--- config.mk ---
export PLATFORM = sky130hd
export DESIGN_NAME = multi_channel_mac
export DESIGN_NICKNAME = d
export VERILOG_FILES = /design/src/rtl/multi_channel_mac.sv
export SDC_FILE = /design/constraint.sdc
export NUM_CORES = 1
export LEC_CHECK = 0
export ABC_AREA = 1
export BUFFER_PORTS_ARGS = -buffer_cell sky130_fd_sc_hd__buf_2
export CAP_MARGIN = 40
export CORE_MARGIN = 5
export CORE_UTILIZATION = 40
export DETAILED_ROUTE_END_ITERATION = 16
export GPL_ROUTABILITY_DRIVEN = 0
export PLACE_DENSITY = 0.73
export RECOVER_POWER = 50
export SYNTH_ARGS = -nofsm -noshare
export SYNTH_HDL_FRONTEND = slang
export SYNTH_SLANG_ARGS = --single-unit
--- constraint.sdc ---
create_clock -name clk -period 1.8 [get_ports clk]
set_clock_uncertainty 0.15 [all_clocks]
set_input_delay 0.36 -clock clk [delete_from_list [all_inputs] [get_ports clk]]
set_output_delay 0.36 -clock clk [all_outputs]
set_load 0.03 [all_outputs]
--- src/rtl/multi_channel_mac.sv ---
`default_nettype none
// ============================================================================
// Module      : multi_channel_mac
// Description : Round-robin bus access controller for NUM_CH requesters with
//               per-request burst length and ack-timeout abort.
// Revision    : 1.0 - initial release
// ============================================================================
module multi_channel_mac #(
    parameter int NUM_CH  = 2,
    parameter int BURST_W = 4,
    parameter int TIMEOUT = 15
) (
    input  logic                      clk,
    input  logic                      reset_n,
    input  logic [NUM_CH-1:0]         mr,
    input  logic [NUM_CH-1:0]         mw,
    input  logic [NUM_CH*BURST_W-1:0] burst_len,
    input  logic                      ack_n,
    output logic [1:0]                sm_state,
    output logic                      as_n,
    output logic                      wr_n,
    output logic                      stop_n,
    output logic [NUM_CH-1:0]         grant,
    output logic [NUM_CH-1:0]         done,
    output logic [NUM_CH-1:0]         err,
    output logic                      in_init,
    output logic                      busy
);

    localparam int              c_PW        = (NUM_CH > 1) ? $clog2(NUM_CH) : 1;
    localparam int              c_CW        = $clog2(TIMEOUT);
    localparam logic [c_CW-1:0] c_TO_LAST   = c_CW'(TIMEOUT - 1);
    localparam logic [c_PW-1:0] c_PTR_RST   = c_PW'(NUM_CH - 1);

    typedef enum logic [1:0] {
        S_IDLE  = 2'b00,
        S_START = 2'b01,
        S_DATA  = 2'b10,
        S_ABORT = 2'b11
    } state_t;

    state_t               r_state;
    state_t               w_state_nxt;
    logic [c_PW-1:0]      r_ch,   w_ch_nxt;
    logic                 r_op,   w_op_nxt;
    logic [BURST_W-1:0]   r_rem,  w_rem_nxt;
    logic [c_CW-1:0]      r_cnt,  w_cnt_nxt;
    logic [c_PW-1:0]      r_ptr,  w_ptr_nxt;
    logic [NUM_CH-1:0]    r_done, w_done_nxt;

    logic [NUM_CH-1:0]    w_req;
    logic                 w_found;
    logic [c_PW-1:0]      w_sel;
    logic [NUM_CH-1:0]    w_ch_oh;
    logic                 w_active;

    assign w_req   = mr | mw;
    assign w_ch_oh = {{(NUM_CH-1){1'b0}}, 1'b1} << r_ch;

    // Search starts one past the last owner so every requester gets a turn.
    always_comb begin
        w_found = 1'b0;
        w_sel   = r_ptr;
        for (int i = 1; i <= NUM_CH; i++) begin
            if (!w_found && w_req[(int'(r_ptr) + i) % NUM_CH]) begin
                w_found = 1'b1;
                w_sel   = c_PW'((int'(r_ptr) + i) % NUM_CH);
            end
        end
    end

    always_ff @(posedge clk) begin
        if (!reset_n) begin
            r_state <= S_IDLE;
            r_ch    <= '0;
            r_op    <= 1'b0;
            r_rem   <= '0;
            r_cnt   <= '0;
            r_ptr   <= c_PTR_RST;
            r_done  <= '0;
        end else begin
            r_state <= w_state_nxt;
            r_ch    <= w_ch_nxt;
            r_op    <= w_op_nxt;
            r_rem   <= w_rem_nxt;
            r_cnt   <= w_cnt_nxt;
            r_ptr   <= w_ptr_nxt;
            r_done  <= w_done_nxt;
        end
    end

    always_comb begin
        w_state_nxt = r_state;
        w_ch_nxt    = r_ch;
        w_op_nxt    = r_op;
        w_rem_nxt   = r_rem;
        w_cnt_nxt   = r_cnt;
        w_ptr_nxt   = r_ptr;
        w_done_nxt  = '0;
        case (r_state)
            S_IDLE: begin
                if (w_found) begin
                    w_ch_nxt    = w_sel;
                    w_op_nxt    = mw[w_sel];
                    w_rem_nxt   = burst_len[w_sel*BURST_W +: BURST_W];
                    w_ptr_nxt   = w_sel;
                    w_state_nxt = S_START;
                end
            end
            S_START: begin
                w_cnt_nxt   = '0;
                w_state_nxt = S_DATA;
            end
            S_DATA: begin
                if (!ack_n) begin
                    if (r_rem == '0) begin
                        w_done_nxt  = w_ch_oh;
                        w_state_nxt = S_IDLE;
                    end else begin
                        w_rem_nxt = r_rem - 1'b1;
                        w_cnt_nxt = '0;
                    end
                end else if (r_cnt == c_TO_LAST) begin
                    w_state_nxt = S_ABORT;
                end else if (r_cnt != '1) begin
                    w_cnt_nxt = r_cnt + 1'b1;
                end
            end
            S_ABORT: begin
                w_state_nxt = S_IDLE;
            end
            default: begin
                w_state_nxt = S_IDLE;
            end
        endcase
    end

    assign w_active = (r_state == S_START) || (r_state == S_DATA);

    assign sm_state = r_state;
    assign as_n     = (r_state != S_START);
    assign in_init  = (r_state == S_START);
    assign busy     = (r_state != S_IDLE);
    assign grant    = w_active ? w_ch_oh : '0;
    assign wr_n     = w_active ? ~r_op : 1'b1;
    assign stop_n   = w_active ? (r_rem != '0) : (r_state != S_ABORT);
    assign done     = r_done;
    assign err      = (r_state == S_ABORT) ? w_ch_oh : '0;

endmodule
`default_nettype wire

# After elaboration in Yosys (flattened, before gate mapping)
# Index checks and enable logic that the tools add are counted.
[totals] regBits=15 input_bits=15 output_inout_bits=13 word_cells=82
[classes] add_sub_neg=4 magnitude_cmp=3 n_eq_ne=15 n_shift=2 muxes=30 bitwise_logic=7 n_reduce_logical=14
[ops] cell="$mux W4" n=7
[ops] cell="$pmux W4 S2" n=2
[ops] cell="$ne A3 B3 Y1 const B" n=5
[ops] cell="$mux W1" n=14
[ops] cell="$mux W2" n=6
[ops] cell="$ne A2 B2 Y1 const B" n=4
[ops] cell="$pmux W2 S4" n=1
[ops] cell="$reduce_and A4 Y1" n=2
[ops] cell="$shiftx A8 B4 Y4" n=1
[ops] cell="$lt A2 B3 Y1 const B" n=2
[ops] cell="$reduce_bool A2 Y1" n=3
[ops] cell="$add A4 B1 Y4 const B" n=1
[ops] cell="$eq A2 B2 Y1 const B" n=2
[ops] cell="$eq A4 B4 Y1 const B" n=1
[ops] cell="$logic_not A4 Y1" n=1
[ops] cell="$ne A4 B4 Y1 const B" n=1
[ops] cell="$not A1 Y1" n=4
[ops] cell="$reduce_bool A4 Y1" n=1
[ops] cell="$reduce_or A4 Y1" n=1
[ops] cell="$sub A4 B1 Y4 const B" n=1
[ops] cell="$reduce_and A3 Y1" n=1
[ops] cell="$add A1 B1 Y1 const B" n=2
[ops] cell="$and A1 B1 Y1 const A" n=2
[ops] cell="$eq A2 B1 Y1 const B" n=1
[ops] cell="other kinds (9)" n=9

# Longest topological paths before layout
# Gate-level depths: netlist (run 1).
[depth] ltp_word=12 depth_mapped=10 ltp_nobuf=10

# Worst setup path after synthesis (run 1)
# Ideal clock, no wire load.
[synth_timing] kind="register to output" from="reg r_state[0], in the netlist sm_state[0]" to="out stop_n" arrival_time_ns=1.733 t_required_ns=1.290 slack_ns=-0.443 stages_incl_launch_ff=4 n_path_buf=0 path_cell_list="dfxtp_1 inv_1 ha_1 o21ai_0"
[synth_via] elab_chain_cells=3 elab_cells_between_ends=5 cone_classes="eq/ne: 3; mux: 1; reduce/logical: 1"
[synth_rtl] element="from (decl)" line_no="42" text="state_t r_state;"
[synth_rtl] element="from (signal assigned)" line_no="82" text="r_state <= w_state_nxt;"
[synth_rtl] element="$eq A2 B1 Y1 or $eq A2 B2 Y1 (tied branches)" line_no="138" text="assign w_active = (r_state == S_START) || (r_state == S_DATA);"
[synth_rtl] element="$logic_or A1 B1 Y1" line_no="138"
[synth_rtl] element="$mux W1 (*)" line_no="146" text="assign stop_n = w_active ? (r_rem != '0) : (r_state != S_ABORT);"
[synth_rtl] element="to (decl)" line_no="22" text="output logic stop_n,"
# Mark *: on every way between the ends. The rest lies on a longest branch, timed or not.

# Final worst setup path (run 1)
[layout_timing] from="reg r_state[1], in the netlist sm_state[1]" to="out stop_n"
# The elaborated chain is that of the path after synthesis.

==> impl_results.rst, run 1 <==
.. list-table::
   :header-rows: 1

   * - Metric
     - Value
   * - Result of the run
     - complete, no violations
   * - Minimum clock period
     - 1.79 ns
   * - Static power due to leakage
     - 0.711 nW
   * - Worst Setup Path Type
     - flop to primary output
   * - Setup repair after global routing missed its margin
     - yes
   * - Final WL
     - 2410 µm
   * - Ys Warns
     - 0
   * - Number of I/O port buffers
     - 27
   * - Number of vias after detailed routing
     - 1093
   * - Die Width
     - 61.0 µm
   * - Max Freq
     - 0.558 GHz
   * - CTS Buf Count
     - 3
   * - Wire length of the first global-routing pass
     - 4000 µm
   * - Worst rel slew slack
     - 0.738
   * - Total track usage
     - 0.141
   * - Grt ovf
     - 0
   * - Net count after synthesis
     - 191
   * - Slew of the pin with the lowest slew margin
     - 0.392 ns
   * - Crit path largest cell delay
     - 0.38 ns
   * - Clock sink total
     - 15
   * - Yosys cell types
     - 18
   * - Most frequent cells in the layout
     - sky130_fd_sc_hd__nand2_1, sky130_fd_sc_hd__nor2_1, sky130_fd_sc_hd__inv_1
   * - Critical path startpoint category
     - flop
   * - Register clock-pin slew on the reported worst setup and hold paths
     - 0.09 ns
   * - Layout cell share with drive strength beyond 1
     - 0.257
   * - Deepest level of the CTS H-tree
     - 1
   * - Half-perimeter wire length after detailed placement
     - 1910 µm
   * - Aggregate negative setup slack
     - 0 ns
   * - Syn avg cell area
     - 6.20 µm²
   * - Data required time at the worst endpoint
     - 1.29 ns
   * - Height of the chip
     - 61.0 µm
   * - Share of the clock period used by the worst path
     - 0.996
   * - Number of pins with negative max-slew slack in the final report
     - 0
   * - # fillers
     - 253
   * - Diodes inserted
     - 0
   * - Initial standard-cell utilization of the core
     - 0.421
   * - Sequential element share of the synthesized area
     - 0.288
   * - Clk Latency, worst-skew pair
     - 0.28 ns
   * - Number of maximum-capacitance violations
     - 0
   * - Final hold vios
     - 0
   * - TritonCTS clock tree
     - built
   * - List of cells traversed by the critical path
     - inv_4 > ha_4 > nand2_2 > o21ai_4 > buf_6
   * - Endpoint class of the critical path
     - primary output
   * - Areal power density over the cells
     - 1180 mW/mm²
   * - Standard cell with the maximum stage delay on the critical path
     - sky130_fd_sc_hd__dfxtp_4
   * - Pwr Total
     - 1.57 mW
   * - # setup viols final
     - 0
   * - Number of vias per cell
     - 4.71
   * - Core area
     - 0.00248 mm²
   * - Most common cell after layout, fill and taps aside
     - sky130_fd_sc_hd__nand2_1
   * - Largest vdd supply drop
     - 0.935 mV
   * - Netlist area before placement
     - 0.00104 mm²
   * - Number of antenna violations at the first check in global routing
     - 0
   * - Number of global-route vias before repair
     - 982
   * - Number of nets in the layout
     - 226
   * - Area enclosed by the die boundary
     - 0.00373 mm²
   * - Worst min-delay path class
     - input pin to flop
   * - Drt drc
     - 0
   * - Worst endpoint data arrival time
     - 1.28 ns
   * - Count of TritonRoute iterations in the first routing pass
     - 4
   * - Max Root-Sink Buffers
     - 2
   * - Wire length per cell
     - 10.4 µm
   * - Area overhead of the layout relative to synthesis
     - 27.7%
   * - Worst-path fanout max
     - 5
   * - Maximum number of pins on one net before global-route repair
     - 12
   * - Cell chosen for the clock root
     - sky130_fd_sc_hd__clkbuf_4
   * - Final ANT Viol Nets
     - 0
   * - Number of synthesized register bits
     - 15
   * - DRC marker count from the first detailed-route iteration
     - 67
   * - Hold-fix buffers at CTS
     - 0
   * - Gate count of the mapped netlist
     - 168
   * - Number of placement rows
     - 18
   * - IO Pins
     - 28
## cell usage after synthesis, drive strengths merged
master  number  share of area
ha           8          0.096
nand4        3          0.024
nand2       47           0.17
inv         28           0.10
o21bai       1          0.011
nor2        27           0.10
nand3       19           0.10
nand3b       3          0.022
a21oi       10          0.052
dfxtp       15           0.29
clkinv       1         0.0048
o21ai        5          0.024
clkbuf       1         0.0036
## layout make-up
type	instances	area, µm²	area share
Inverter	29	113	0.0846
Timing Repair Buffer	31	190	0.143
Clock buffer	3	22.5	0.0169
Sequential cell	15	305	0.229
Tap cell	30	37.5	0.0282
Multi-Input combinational cell	123	658	0.494
Clock inverter	1	5.00	0.00376
## report_power, final
| group | leakage (nW) | total [mW] | switching (mW) | internal [mW] |
|---|---|---|---|---|
| sequential | 0.125 | 0.496 | 0.0831 | 0.413 |
| clock | 0.0177 | 0.192 | 0.109 | 0.0824 |
| combinational | 0.569 | 0.882 | 0.538 | 0.345 |
| total | 0.711 | 1.57 | 0.730 | 0.840 |
## registers in the layout (all words and copies together) (netlist names)
register,cells
r_cnt,4
r_ptr,1
r_ch,1
r_rem,4
done,2
sm_state,2
r_op,1
## final timing paths
path	start	end	slack, ns	depth (start not counted)
setup / recovery	sm_state[1]	stop_n	0.006	5
hold / removal	mw[1]	r_op	0.21	3
setup reg to reg	sm_state[0]	r_cnt[3]	0.16	10
hold reg to reg	r_ptr	r_ptr	0.35	2
## per-stage QoR
step | hold slack, ns | setup WS [ns] | instances | instance area, µm² | utilization
after CTS | 0.221 | 0.000261 | 232 | 1320 | 0.534
after floorplan | 0.305 | 0.0406 | 168 | 1060 | -
final | 0.214 | 0.00635 | 232 | 1330 | 0.537
after global routing | 0.222 | -0.0479 | 232 | 1330 | 0.537
after global placement | 0.328 | 0.106 | 225 | 1230 | 0.498
after detailed placement | 0.329 | 0.0709 | 225 | 1230 | 0.498
## kinds of logic (layout without fill, tap and decap cells)
group / count (synthesis) / after routing / synth area share
buffers and inverters: 30 / 64 / 0.109
flip-flops: 15 / 15 / 0.288
adder cells (fa/ha/maj): 8 / 8 / 0.0960
AO/OA/AOI/OAI: 16 / 16 / 0.0864
AND/OR/NAND/NOR: 99 / 99 / 0.420
## metal layers
metal	part of all wire	global-route usage	vias up
met2	0.45	0.234	19
met3	0.064	0.0189	4
met1	0.47	0.186	471
met5	0	0	-
li1	-	-	599
met4	0.016	0.0557	0
## critical path, delay by kind of cell (launching register included)
kind | cells | cell delay, ns
AO/OA/AOI/OAI | 1 | 0.05
adder cells (fa/ha/maj) | 1 | 0.30
buffers and inverters | 2 | 0.18
flip-flops | 1 | 0.38
AND/OR/NAND/NOR | 1 | 0.08
## timing repair
action / 4_1_cts / 5_1_grt
setup endpoints to repair: 4 / 6
gates resized for setup: 15 / 9
pin swaps: 1 / 1
buffers inserted: 3 / 0
No activity file was read; power rests on OpenSTA's default activity.
==> inputs of run 2 (changes only) <==
CORE_ASPECT_RATIO = 1.25   (was not set)
clock period = 2.14 ns   (was 1.8 ns; I/O delays follow)
==> impl_results.rst, run 2 (synthesis gave the netlist of run 1 again) <==
.. list-table::
   :header-rows: 1

   * - Metric
     - Value
   * - Die Width
     - 55.7 µm
   * - Height of the chip
     - 67.1 µm
   * - Layout cell share with drive strength beyond 1
     - 0.177
   * - # setup viols final
     - 0
   * - Maximum number of pins on one net before global-route repair
     - 12
   * - Total track usage
     - 0.134
   * - Number of nets in the layout
     - 222
   * - Result of the run
     - complete, no violations
   * - Largest vdd supply drop
     - 0.464 mV
   * - Pwr Total
     - 1.22 mW
   * - Area overhead of the layout relative to synthesis
     - 18.5%
   * - Most frequent cells in the layout
     - sky130_fd_sc_hd__nand2_1, sky130_fd_sc_hd__inv_1, sky130_fd_sc_hd__nor2_1
   * - Worst-path fanout max
     - 6
   * - Worst min-delay path class
     - input pin to flop
   * - Aggregate negative setup slack
     - 0 ns
   * - IO Pins
     - 28
   * - Final ANT Viol Nets
     - 0
   * - Setup repair after global routing missed its margin
     - no
   * - Wire length of the first global-routing pass
     - 4020 µm
   * - Cell chosen for the clock root
     - sky130_fd_sc_hd__clkbuf_4
   * - Final hold vios
     - 0
   * - Crit path largest cell delay
     - 0.39 ns
   * - FF-to-FF setup slack
     - 0.40 ns
   * - Worst rel slew slack
     - 0.755
   * - DRC marker count from the first detailed-route iteration
     - 19
   * - Grt ovf
     - 0
   * - Worst slack on hold paths
     - 0.286 ns
   * - Drt drc
     - 0
   * - Post-route cell area
     - 0.00123 mm²
   * - Share of the clock period used by the worst path
     - 0.957
   * - Max Root-Sink Buffers
     - 2
   * - Clock sink total
     - 15
   * - Number of maximum-capacitance violations
     - 0
   * - List of cells traversed by the critical path
     - inv_1 > ha_2 > nand2_1 > o21ai_1 > clkbuf_4
   * - Area enclosed by the die boundary
     - 0.00373 mm²
   * - CTS Buf Count
     - 3
   * - Deepest level of the CTS H-tree
     - 1
   * - Diodes inserted
     - 0
   * - Placement-stage worst setup slack
     - 0.338 ns
   * - Most common cell after layout, fill and taps aside
     - sky130_fd_sc_hd__nand2_1
   * - Area occupied by registers
     - 303 µm²
   * - Minimum clock period
     - 2.05 ns
   * - Count of TritonRoute iterations in the first routing pass
     - 4
   * - Number of placement rows
     - 20
   * - # fillers
     - 279
   * - Number of antenna violations at the first check in global routing
     - 0
   * - Worst Setup Path Type
     - flop to primary output
   * - Number of I/O port buffers
     - 27
   * - Largest registers in the final layout
     - r_cnt: 4 flops, r_rem: 4 flops
   * - Data required time at the worst endpoint
     - 1.56 ns
   * - Static power due to leakage
     - 0.676 nW
   * - Final WL
     - 2410 µm
   * - Areal power density over the cells
     - 985 mW/mm²
   * - Worst endpoint data arrival time
     - 1.47 ns
   * - Area used by multi-input combinational logic
     - 623 µm²
   * - Number of global-route vias before repair
     - 999
   * - Half-perimeter wire length after detailed placement
     - 1930 µm
   * - PnR worst setup slack
     - 0.0921 ns
   * - Area after DPL
     - 0.00121 mm²
   * - Number of vias after detailed routing
     - 1107
   * - Hold-fix buffers at CTS
     - 0
   * - Standard cell with the maximum stage delay on the critical path
     - sky130_fd_sc_hd__dfxtp_2
   * - Number of pins with negative max-slew slack in the final report
     - 0
   * - Number of vias per cell
     - 4.79
   * - Endpoint class of the critical path
     - primary output
   * - Clk Latency, worst-skew pair
     - 0.30 ns
   * - TritonCTS clock tree
     - built
   * - Register clock-pin slew on the reported worst setup and hold paths
     - 0.10 ns
   * - Critical path startpoint category
     - flop
   * - Core area
     - 0.00248 mm²
   * - Initial standard-cell utilization of the core
     - 0.421
   * - Max Freq
     - 0.488 GHz
   * - Wire length per cell
     - 10.4 µm
   * - Post-CTS setup-driven buffer insertion count
     - 0
   * - Slew of the pin with the lowest slew margin
     - 0.369 ns
-- run 2: timing repair --
action                     4_1_cts  5_1_grt
gates resized for setup          1        3
setup endpoints to repair        1        3
hold endpoints to repair         0        0
-- run 2: worst paths after layout --
kind,cells after the start,to,startpoint
setup / recovery,5,stop_n,sm_state[1]
hold / removal,3,r_op,mw[1]
setup reg to reg,10,r_cnt[3],sm_state[0]
hold reg to reg,2,r_ptr,r_ptr
-- run 2: critical path, delay by kind of cell, from the launching register on --
kind / cells / cell delay, ns
AOI/OAI and AO/OA: 1 / 0.07
adders and majority gates: 1 / 0.38
DFF: 1 / 0.39
and+or+nand+nor: 1 / 0.06
buffers and inverters: 2 / 0.27
-- run 2: report_power, final --
group	total, mW	internal [mW]	switching, mW	leakage, nW
Sequential	0.415	0.346	0.0688	0.124
Clock	0.170	0.0726	0.0975	0.0150
Combinational	0.631	0.215	0.417	0.536
-- run 2: area by class of cell --
cell class | count | area share
multi-input cells | 123 | 0.505
flip-flops and latches | 15 | 0.245
repair buffers | 27 | 0.106
inverters | 29 | 0.0892
well taps | 33 | 0.0334
clock buffers | 4 | 0.0213
-- run 2: layer usage --
layer / vias up / global-route usage / routed length, µm
met4: 0 / 0.0729 / 61
li1: 586 / - / -
met3: 9 / 0.0213 / 81
met1: 488 / 0.136 / 1020
met5: - / 0 / 0
met2: 24 / 0.262 / 1250
-- run 2: stage by stage --
stage                util  cells
floorplan               -    168
detailed placement  0.490    227
CTS                 0.502    231
global placement    0.490    227
global route        0.498    231
finish              0.498    231
==> inputs of run 3 (changes only) <==
GPL_ROUTABILITY_DRIVEN = not set   (was 0)
REMOVE_ABC_BUFFERS = 1   (was not set)
SLEW_MARGIN = 20   (was not set)
==> impl_results.rst, run 3 (synthesis gave the netlist of run 1 again) <==
.. list-table::
   :header-rows: 1

   * - Metric
     - Value
   * - Worst path top cell family by delay
     - flip-flops
   * - Data required time at the worst endpoint
     - 1.56 ns
   * - Clock sink total
     - 15
   * - Area overhead of the layout relative to synthesis
     - 18.2%
   * - Most frequent cells in the layout
     - sky130_fd_sc_hd__nand2_1, sky130_fd_sc_hd__inv_1, sky130_fd_sc_hd__nor2_1
   * - R2R Path End
     - r_cnt[3]
   * - Most common cell after layout, fill and taps aside
     - sky130_fd_sc_hd__nand2_1
   * - Number of vias per cell
     - 4.62
   * - Largest vdd supply drop
     - 0.485 mV
   * - Worst endpoint data arrival time
     - 1.41 ns
   * - Maximum number of pins on one net before global-route repair
     - 12
   * - Number of nets in the layout
     - 222
   * - Clk Latency, worst-skew pair
     - 0.28 ns
   * - Max Root-Sink Buffers
     - 2
   * - Deepest level of the CTS H-tree
     - 1
   * - Crit path buffers/inverters
     - 3
   * - List of cells traversed by the critical path
     - inv_1 > ha_1 > nand2_1 > inv_1 > buf_2
   * - Minimum clock period
     - 1.98 ns
   * - Areal power density over the cells
     - 975 mW/mm²
   * - Number of maximum-capacitance violations
     - 0
   * - Endpoint class of the critical path
     - primary output
   * - Count of TritonRoute iterations in the first routing pass
     - 4
   * - Layout cell share with drive strength beyond 1
     - 0.172
   * - Height of the chip
     - 67.1 µm
   * - Wire length per cell
     - 9.84 µm
   * - Total track usage
     - 0.132
   * - Area enclosed by the die boundary
     - 0.00373 mm²
   * - DRC marker count from the first detailed-route iteration
     - 10
   * - Number of I/O port buffers
     - 27
   * - Placer Congestion
     - 0.838
   * - Setup repair after global routing missed its margin
     - no
   * - Worst-path fanout max
     - 5
   * - Core area
     - 0.00248 mm²
   * - Hold Path Depth
     - 3
   * - Critical path startpoint category
     - flop
   * - Largest registers in the final layout
     - r_cnt: 4 flops, r_rem: 4 flops
   * - Initial standard-cell utilization of the core
     - 0.421
   * - Die Width
     - 55.7 µm
   * - Result of the run
     - complete, no violations
   * - Drt drc
     - 0
   * - Number of global-route vias before repair
     - 1016
   * - FF-to-FF setup slack
     - 0.38 ns
   * - Final WL
     - 2270 µm
   * - Placement-stage worst setup slack
     - 0.362 ns
   * - # setup viols final
     - 0
   * - Register clock-pin slew on the reported worst setup and hold paths
     - 0.09 ns
   * - Slew of the pin with the lowest slew margin
     - 0.373 ns
   * - Aggregate negative setup slack
     - 0 ns
   * - Path depth of the worst reg2reg path
     - 10
   * - Startpoint of the worst register-to-register path
     - sm_state[0]
   * - Number of antenna violations at the first check in global routing
     - 0
   * - Worst Setup Path Type
     - flop to primary output
   * - Number of pins with negative max-slew slack in the final report
     - 0
   * - Diodes inserted
     - 0
   * - Crit path top cell by count
     - sky130_fd_sc_hd__inv_1
   * - Wire length of the first global-routing pass
     - 4020 µm
   * - Static power due to leakage
     - 0.676 nW
   * - Cell chosen for the clock root
     - sky130_fd_sc_hd__clkbuf_4
   * - CTS Buf Count
     - 3
   * - Share of the clock period used by the worst path
     - 0.927
   * - Half-perimeter wire length after detailed placement
     - 1850 µm
   * - Standard cell with the maximum stage delay on the critical path
     - sky130_fd_sc_hd__dfxtp_2
   * - Max Freq
     - 0.504 GHz
   * - Worst min-delay path class
     - input pin to flop
   * - IO Pins
     - 28
   * - Hold-fix buffers at CTS
     - 0
   * - Hold path start
     - mw[1]
   * - Number of vias after detailed routing
     - 1067
   * - PnR worst setup slack
     - 0.156 ns
   * - Worst rel slew slack
     - 0.753
   * - Number of placement rows
     - 20
   * - Crit path largest cell delay
     - 0.37 ns
   * - Final ANT Viol Nets
     - 0
   * - Grt ovf
     - 0
   * - Final hold vios
     - 0
   * - Hold EP
     - r_op
   * - TritonCTS clock tree
     - built
run 3: metal layers:
| metal | vias up | GRT usage | routed length [µm] |
|---|---|---|---|
| met4 | 0 | 0.0304 | 10 |
| met3 | 2 | 0.0291 | 87 |
| met1 | 469 | 0.140 | 975 |
| met5 | - | 0 | 0 |
| li1 | 584 | - | - |
| met2 | 12 | 0.262 | 1200 |
run 3: worst register-to-register path, stage by stage, from the launching register on:
cell and delay (ns):
sky130_fd_sc_hd__dfxtp_2 0.37, sky130_fd_sc_hd__inv_1 0.08, sky130_fd_sc_hd__ha_1 0.28, sky130_fd_sc_hd__nand2_2 0.13, sky130_fd_sc_hd__clkinv_2 0.08, sky130_fd_sc_hd__nand2_1 0.09, sky130_fd_sc_hd__nand3_1 0.13, sky130_fd_sc_hd__nand2_1 0.16
sky130_fd_sc_hd__inv_1 0.07, sky130_fd_sc_hd__nor2_1 0.08, sky130_fd_sc_hd__nor2_1 0.04
run 3: timing repair:
| item | 4_1_cts | 5_1_grt |
|---|---|---|
| hold endpoints to repair | 0 | 0 |
| gates resized for setup | 0 | 4 |
| setup endpoints to repair | 0 | 3 |
| buffers inserted | 0 | 0 |
run 3: where the power goes:
part | internal (mW) | leakage, nW | switching (mW) | total [mW]
clock network | 0.0723 | 0.0150 | 0.0890 | 0.161
logic | 0.212 | 0.537 | 0.414 | 0.626
registers | 0.346 | 0.124 | 0.0687 | 0.415
run 3: metrics by stage:
| step | utilization | cell area (µm²) | cells | power, mW | hold WS (ns) |
|---|---|---|---|---|---|
| 3_5_place_dp | 0.490 | 1210 | 227 | 1.05 | 0.338 |
| 6_report | 0.497 | 1230 | 231 | 1.20 | 0.295 |
| 5_1_grt | 0.497 | 1230 | 231 | 1.33 | 0.281 |
| 4_1_cts | 0.501 | 1240 | 231 | 1.21 | 0.283 |
| 2_1_floorplan | - | 1040 | 167 | 0.893 | 0.305 |
| 3_3_place_gp | 0.490 | 1210 | 227 | 1.05 | 0.327 |
run 3: area by class of cell:
| type | count | area (µm²) |
|---|---|---|
| inverters | 29 | 110 |
| clock buffers | 4 | 26.3 |
| fillers | 263 | 1240 |
| flip-flops and latches | 15 | 303 |
| repair buffers | 27 | 131 |
| multi-input cells | 123 | 621 |
| well taps | 33 | 41.3 |
run 3: worst max-delay path by stage:
| stage | endpoint | cells after the start | startpoint | slack, ns |
|---|---|---|---|---|
| 3_5_place_dp | stop_n | 4 | sm_state[0] | 0.36 |
| 5_1_grt | grant[0] | 5 | sm_state[0] | 0.01 |
| 6_report | grant[1] | 5 | sm_state[0] | 0.16 |
| 3_3_place_gp | stop_n | 4 | sm_state[0] | 0.38 |
| 2_1_floorplan | stop_n | 3 | sm_state[0] | -0.17 |
| 4_1_cts | stop_n | 4 | sm_state[0] | 0.04 |
